--- config.mk ---
export PLATFORM = sky130hd
export DESIGN_NAME = ldm_stm_sequencer
export DESIGN_NICKNAME = d
export VERILOG_FILES = /design/src/rtl/armcpu_pkg.sv /design/src/rtl/lowest_set_bit.sv /design/src/rtl/ldm_stm_sequencer.sv
export SDC_FILE = /design/constraint.sdc
export NUM_CORES = 1
export LEC_CHECK = 0
export CORE_ASPECT_RATIO = 0.75
export CORE_MARGIN = 1
export CORE_UTILIZATION = 31
export DETAILED_ROUTE_END_ITERATION = 7
export PLACE_DENSITY_LB_ADDON = 0.12
export REMOVE_ABC_BUFFERS = 1
export SYNTH_ARGS = -nofsm -noshare
export SYNTH_HDL_FRONTEND = slang
export SYNTH_HIERARCHICAL = 1
export SYNTH_SLANG_ARGS = --single-unit
--- constraint.sdc ---
create_clock -name clk -period 7.7 [get_ports clk]
set_input_delay 1.54 -clock clk [delete_from_list [all_inputs] [get_ports clk]]
set_output_delay 1.54 -clock clk [all_outputs]
set_load 0.005 [all_outputs]
--- src/rtl/armcpu_pkg.sv ---
// Shared constants, state/addressing-mode types and helper functions for the
// LDM/STM sequencer.
package armcpu_pkg;

   localparam int WORD_SIZE  = 32;
   localparam int NUM_REGS   = 16;
   localparam int ADDR_WIDTH = 4;

   typedef enum logic [1:0] {
      S_IDLE,
      S_XFER,
      S_WB,
      S_DONE
   } state_e;

   // Encoded as {P, U} so the instruction bits can be cast straight in.
   typedef enum logic [1:0] {
      MODE_DA = 2'b00,
      MODE_IA = 2'b01,
      MODE_DB = 2'b10,
      MODE_IB = 2'b11
   } addr_mode_e;

   function automatic logic [ADDR_WIDTH:0] popcount(input logic [NUM_REGS-1:0] mask);
      logic [ADDR_WIDTH:0] n;
      n = '0;
      for (int i = 0; i < NUM_REGS; i++) begin
         n = n + {{ADDR_WIDTH{1'b0}}, mask[i]};
      end
      return n;
   endfunction

   // Offset from the base value to the lowest beat address.
   function automatic logic [WORD_SIZE-1:0] start_offset(input addr_mode_e mode,
                                                         input logic [ADDR_WIDTH:0] count);
      logic [WORD_SIZE-1:0] span;
      logic [WORD_SIZE-1:0] offset;
      span = WORD_SIZE'(count) << 2;
      unique case (mode)
         MODE_IA: offset = '0;
         MODE_IB: offset = WORD_SIZE'(32'd4);
         MODE_DA: offset = WORD_SIZE'(32'd4) - span;
         default: offset = '0 - span;
      endcase
      return offset;
   endfunction

endpackage

--- src/rtl/lowest_set_bit.sv ---
// Combinational priority encoder: index of the lowest set bit of a register
// mask, with a valid flag for a non-empty mask.
module lowest_set_bit
   import armcpu_pkg::*;
(
   input  logic [NUM_REGS-1:0]   mask,
   output logic [ADDR_WIDTH-1:0] index,
   output logic                  valid
);

   always_comb begin
      index = '0;
      valid = 1'b0;
      for (int i = NUM_REGS - 1; i >= 0; i--) begin
         if (mask[i]) begin
            index = ADDR_WIDTH'(i);
            valid = 1'b1;
         end
      end
   end

endmodule

--- src/rtl/ldm_stm_sequencer.sv ---
// ARM LDM/STM block-transfer sequencer: one register per memory beat, optional
// base writeback. Define LDMSTM_ABORT_EN to add the mem_abort/aborted ports.
module ldm_stm_sequencer
   import armcpu_pkg::*;
(
   input  logic                  clk,
   input  logic                  reset,
   input  logic                  start,
   input  logic                  is_load,
   input  logic                  pre_index,
   input  logic                  up,
   input  logic                  writeback,
   input  logic [ADDR_WIDTH-1:0] base_reg,
   input  logic [WORD_SIZE-1:0]  base_addr,
   input  logic [NUM_REGS-1:0]   reg_list,
   output logic [ADDR_WIDTH-1:0] rf_read_reg,
   input  logic [WORD_SIZE-1:0]  rf_read_data,
   output logic                  rf_write_en,
   output logic [ADDR_WIDTH-1:0] rf_write_reg,
   output logic [WORD_SIZE-1:0]  rf_write_data,
   output logic                  mem_req,
   output logic                  mem_we,
   output logic [WORD_SIZE-1:0]  mem_addr,
   output logic [WORD_SIZE-1:0]  mem_wdata,
   input  logic                  mem_ready,
   input  logic [WORD_SIZE-1:0]  mem_rdata,
   output logic                  busy,
`ifdef LDMSTM_ABORT_EN
   input  logic                  mem_abort,
   output logic                  aborted,
`endif
   output logic                  done
);

   state_e                state_q, state_d;
   logic                  is_load_q, is_load_d;
   logic                  wb_en_q, wb_en_d;
   logic [ADDR_WIDTH-1:0] base_reg_q, base_reg_d;
   logic [WORD_SIZE-1:0]  final_base_q, final_base_d;
   logic [WORD_SIZE-1:0]  addr_q, addr_d;
   logic [NUM_REGS-1:0]   mask_q, mask_d;
   logic [ADDR_WIDTH-1:0] cur_idx;
   logic                  cur_valid;
   logic [ADDR_WIDTH:0]   count;
   logic [WORD_SIZE-1:0]  span;
   logic                  beat_abort;

`ifdef LDMSTM_ABORT_EN
   logic aborted_q, aborted_d;
   assign beat_abort = mem_abort;
   assign aborted    = (state_q == S_DONE) && aborted_q;
`else
   assign beat_abort = 1'b0;
`endif

   lowest_set_bit u_lsb (
      .mask  (mask_q),
      .index (cur_idx),
      .valid (cur_valid)
   );

   assign count = popcount(reg_list);
   assign span  = WORD_SIZE'(count) << 2;
   assign busy  = (state_q != S_IDLE);

   always_comb begin
      state_d       = state_q;
      is_load_d     = is_load_q;
      wb_en_d       = wb_en_q;
      base_reg_d    = base_reg_q;
      final_base_d  = final_base_q;
      addr_d        = addr_q;
      mask_d        = mask_q;
`ifdef LDMSTM_ABORT_EN
      aborted_d     = aborted_q;
`endif
      rf_read_reg   = '0;
      rf_write_en   = 1'b0;
      rf_write_reg  = '0;
      rf_write_data = '0;
      mem_req       = 1'b0;
      mem_we        = 1'b0;
      mem_addr      = '0;
      mem_wdata     = '0;
      done          = 1'b0;

      unique case (state_q)
         S_IDLE: begin
            if (start) begin
               is_load_d    = is_load;
               // A load that includes the base register keeps the loaded value.
               wb_en_d      = writeback && !(is_load && reg_list[base_reg]);
               base_reg_d   = base_reg;
               mask_d       = reg_list;
               addr_d       = base_addr + start_offset(addr_mode_e'({pre_index, up}), count);
               final_base_d = up ? (base_addr + span) : (base_addr - span);
`ifdef LDMSTM_ABORT_EN
               aborted_d    = 1'b0;
`endif
               state_d      = (count == '0) ? S_DONE : S_XFER;
            end
         end

         S_XFER: begin
            mem_req  = cur_valid;
            mem_addr = addr_q;
            mem_we   = !is_load_q;
            if (!is_load_q) begin
               rf_read_reg = cur_idx;
               mem_wdata   = rf_read_data;
            end
            if (mem_ready) begin
               if (beat_abort) begin
`ifdef LDMSTM_ABORT_EN
                  aborted_d = 1'b1;
`endif
                  state_d   = S_DONE;
               end else begin
                  if (is_load_q) begin
                     rf_write_en   = 1'b1;
                     rf_write_reg  = cur_idx;
                     rf_write_data = mem_rdata;
                  end
                  mask_d = mask_q & ~(NUM_REGS'(1) << cur_idx);
                  addr_d = addr_q + WORD_SIZE'(32'd4);
                  if (mask_d == '0) begin
                     state_d = wb_en_q ? S_WB : S_DONE;
                  end
               end
            end
         end

         S_WB: begin
            rf_write_en   = 1'b1;
            rf_write_reg  = base_reg_q;
            rf_write_data = final_base_q;
            state_d       = S_DONE;
         end

         S_DONE: begin
            done    = 1'b1;
            state_d = S_IDLE;
         end

         default: state_d = S_IDLE;
      endcase
   end

   always_ff @(posedge clk) begin
      if (reset) begin
         state_q      <= S_IDLE;
         is_load_q    <= 1'b0;
         wb_en_q      <= 1'b0;
         base_reg_q   <= '0;
         final_base_q <= '0;
         addr_q       <= '0;
         mask_q       <= '0;
`ifdef LDMSTM_ABORT_EN
         aborted_q    <= 1'b0;
`endif
      end else begin
         state_q      <= state_d;
         is_load_q    <= is_load_d;
         wb_en_q      <= wb_en_d;
         base_reg_q   <= base_reg_d;
         final_base_q <= final_base_d;
         addr_q       <= addr_d;
         mask_q       <= mask_d;
`ifdef LDMSTM_ABORT_EN
         aborted_q    <= aborted_d;
`endif
      end
   end

endmodule

==> results.yml <==
die:
  die_x_um: 201
  die_y_um: 151
  start_util: 0.316
  core_area_um2: 29100
  ios: 233
  die-area_um2: 30400
  rows: 54
min_path:
  holdPathEnd: "addr_q[1]$_SDFFE_PP0P_"
  holdPathStages: 2
  holdCritStartpoint: "addr_q[1]$_SDFFE_PP0P_"
  hold_class: "register to register"
synth:
  ys_seq_area_frac: 0.191
  ys_ff_latch: 88
  yosysTopAreaCell: "dfxtp_1"
  yosys-top-cells-area: "dfxtp_1 19%, ha_1 9.8%, a21oi_1 6.3%"
  yosys_most_used_dff: "dfxtp_1"
  netlist_instances: 1265
  netlist_area_um2: 9200
  synth_most_common_cell: "nand2_1"
  synth.distinct_cells: 79
  ys_async_sr_fraction: 0
  syn_area_per_cell_um2: 7.27
  synthTopCellsByCount: "139 x nand2_1, 115 x a21oi_1, 94 x nor2_1"
  ys.warnings.count: 6
  yosysTopAreaCellShare: 0.191
  synth_edf_count: 0
clocking:
  cts_tree: "done"
  max-clock-path-buffers: 2
  root_buffer: "clkbuf_16"
  post_cts_buffers: 0
  cts_made_buffers: 9
  cts_max_level: 3
  clk_latency_ps: 360
  cts.clk_slew.worst_paths_ps: 70
  clock-sinks: 88
critical_path:
  crit_required_ps: 7940
  critPathBufInv: 6
  cp.arrival_ps: 7700
  crit_family: "adder cells"
  path_common_cell: "inv_1"
  path_max_fanout: 3
  crit_slowest_cell: "fa_1"
  cp_slowest_stage_delay_ps: 550
  reg2reg_depth: 12
  endpoint_kind: "register"
  r2r_end: "addr_q[31]$_SDFFE_PP0P_"
  setup.worst_path.start_class: "primary input"
  rrSetupSlack_ps: 3970
  worstReg2RegStart: "state_q[1]$_SDFFE_PP0P_"
  path_class: "primary input to register"
drt:
  num_vias: 10421
  first_iter_violations: 703
  drc: 0
  wl_per_cell_um: 17.3
  routed_via_density: 5.23
  first_pass_iters: 5
  ant_nets: 0
  wirelength_um: 34600
timing:
  finalHoldViolations: 0
  max_slew_margin: 0.239
  fin_setup_tns_ps: 0
  tightest_slew_ps: 1140
  setup_ws_ps: 239
  fmax_mhz: 134
  rsz0062_at_grt: "false"
  finalCritPeriodShare: 0.969
  drv_slew: 0
  skew_ps: 5.45
  setup_viol: 0
  fin_crit_ps: 7460
power_and_ir_drop:
  irDropWorstVdd_uv: 205
  cellLeakagePower_nw: 5.50
  p_per_area_nw_per_um2: 419
  totalPowerFinal_w: 0.00557
finish:
  finalCoreUtilization: 0.456
  fillers: 2977
  area_growth_pct: 44.5
  nNetsFinal: 1803
  seq_area_um2: 1760
  drive_above_1_share: 0.139
  multi_input_area_um2: 7010
global_routing:
  grt_pass1_wl_um: 54800
  grt_pass1_vias: 9775
  grt_start_max_net_pins: 90
  overflow: 0
  grtUsageTotal: 0.229
  antenna_found_initial: 0
place:
  place.gp.congestion: 0.915
  dp_hpwl_um: 27000
  pre_cts_ws_ps: -499
  io_buffers: 232
run:
  maxCapViolations: 0
outcome:
  status: "completed"
[worst max path at each step]
stage / from / depth (start not counted) / slack [ps] / end
after CTS: reg_list[1] / 25 / -5 / final_base_q[29]$_SDFFE_PP0P_
after floorplan: reg_list[0] / 25 / 140 / addr_q[28]$_SDFFE_PP0P_
after global placement: reg_list[0] / 27 / -450 / addr_q[31]$_SDFFE_PP0P_
final: reg_list[0] / 27 / 240 / addr_q[31]$_SDFFE_PP0P_
after global routing: reg_list[0] / 27 / 20 / addr_q[31]$_SDFFE_PP0P_
after detailed placement: reg_list[0] / 27 / -500 / addr_q[31]$_SDFFE_PP0P_
[power by group]
group	total [W]	leakage, nW	switching (W)	internal [W]
Clock	0.000467	0.147	0.000205	0.000262
Sequential	0.000806	0.724	0.000174	0.000632
Combinational	0.00430	4.63	0.00231	0.00199
Total	0.00557	5.50	0.00269	0.00288
[through the flow]
step	cell area [um2]	hold slack [ps]	std cells
after global routing	13300	475	1992
after CTS	13200	450	1992
after floorplan	8880	421	1194
after detailed placement	12900	440	1976
final	13300	445	1993
after global placement	12900	436	1976
[final cells by class]
cell class / count / share of cell area
Multi-Input combinational cell: 1052 / 0.527
Timing Repair Buffer: 390 / 0.265
Sequential cell: 88 / 0.133
Tap cell: 392 / 0.0369
Clock buffer: 12 / 0.0185
Inverter: 54 / 0.0155
Clock inverter: 4 / 0.00395
Antenna cell: 1 / 0.000188
[timing repair]
item	CTS	global route
endpoints found under the setup margin	15	34
endpoints found under the hold margin	0	0
resized for setup	8	22
hold buffers	0	0
pin swaps	7	14
[worst min-delay path: stages (launching register included)]
cell and delay, ps:
dfxtp_1 310, nand2_1 50, a21oi_1 50
[registers in the layout, summed over array words and instances (netlist names)]
| signal | cells |
|---|---|
| wb_en_q | 1 |
| mask_q | 16 |
| state_q | 2 |
| final_base_q | 32 |
| is_load_q | 1 |
| addr_q | 32 |
| base_reg_q | 4 |
[cell families after synthesis]
group / Yosys count / share of synthesized area
compound gates: 410 / 0.288
xor+xnor: 42 / 0.0400
fa+ha+maj: 84 / 0.124
buf+inv: 125 / 0.0573
flops: 88 / 0.191
mux: 12 / 0.0200
simple gates: 504 / 0.280
[cell usage in the layout (no fill, tap or decap), types with 6 or more instances in the layout]
cell type,Yosys,final
nand3b_1,6,6
o31a_1,6,6
nand4_1,18,18
nand2_1,139,139
a21o_1,40,40
xnor2_1,23,22
xor2_1,19,19
o21ai_0,80,79
o211ai_1,13,13
nor3_1,26,26
nor2b_1,44,44
o22ai_1,7,7
nand3_1,40,40
a21oi_1,115,113
inv_1,54,51
a22oi_1,55,55
nand2b_1,8,8
or3_1,11,10
o31ai_1,10,10
clkbuf_16,0,9
mux2i_1,6,6
o21a_1,7,7
clkdlybuf4s50_1,0,222
and2_1,69,69
or2_2,6,6
buf_4,1,157
a31oi_1,13,13
and3_1,16,15
a211oi_1,18,17
nor2_1,94,92
fa_1,12,10
ha_1,72,68
dfxtp_1,88,88
dlymetal6s2s_1,0,8
[routing by layer]
layer	routed length, um	global-route usage	vias to the layer above
met3	1820	0.0359	14
met4	230	0.0332	0
li1	-	-	5262
met5	0	0	-
met1	18100	0.342	4815
met2	14400	0.348	330
(Power assumes the default switching activity.)
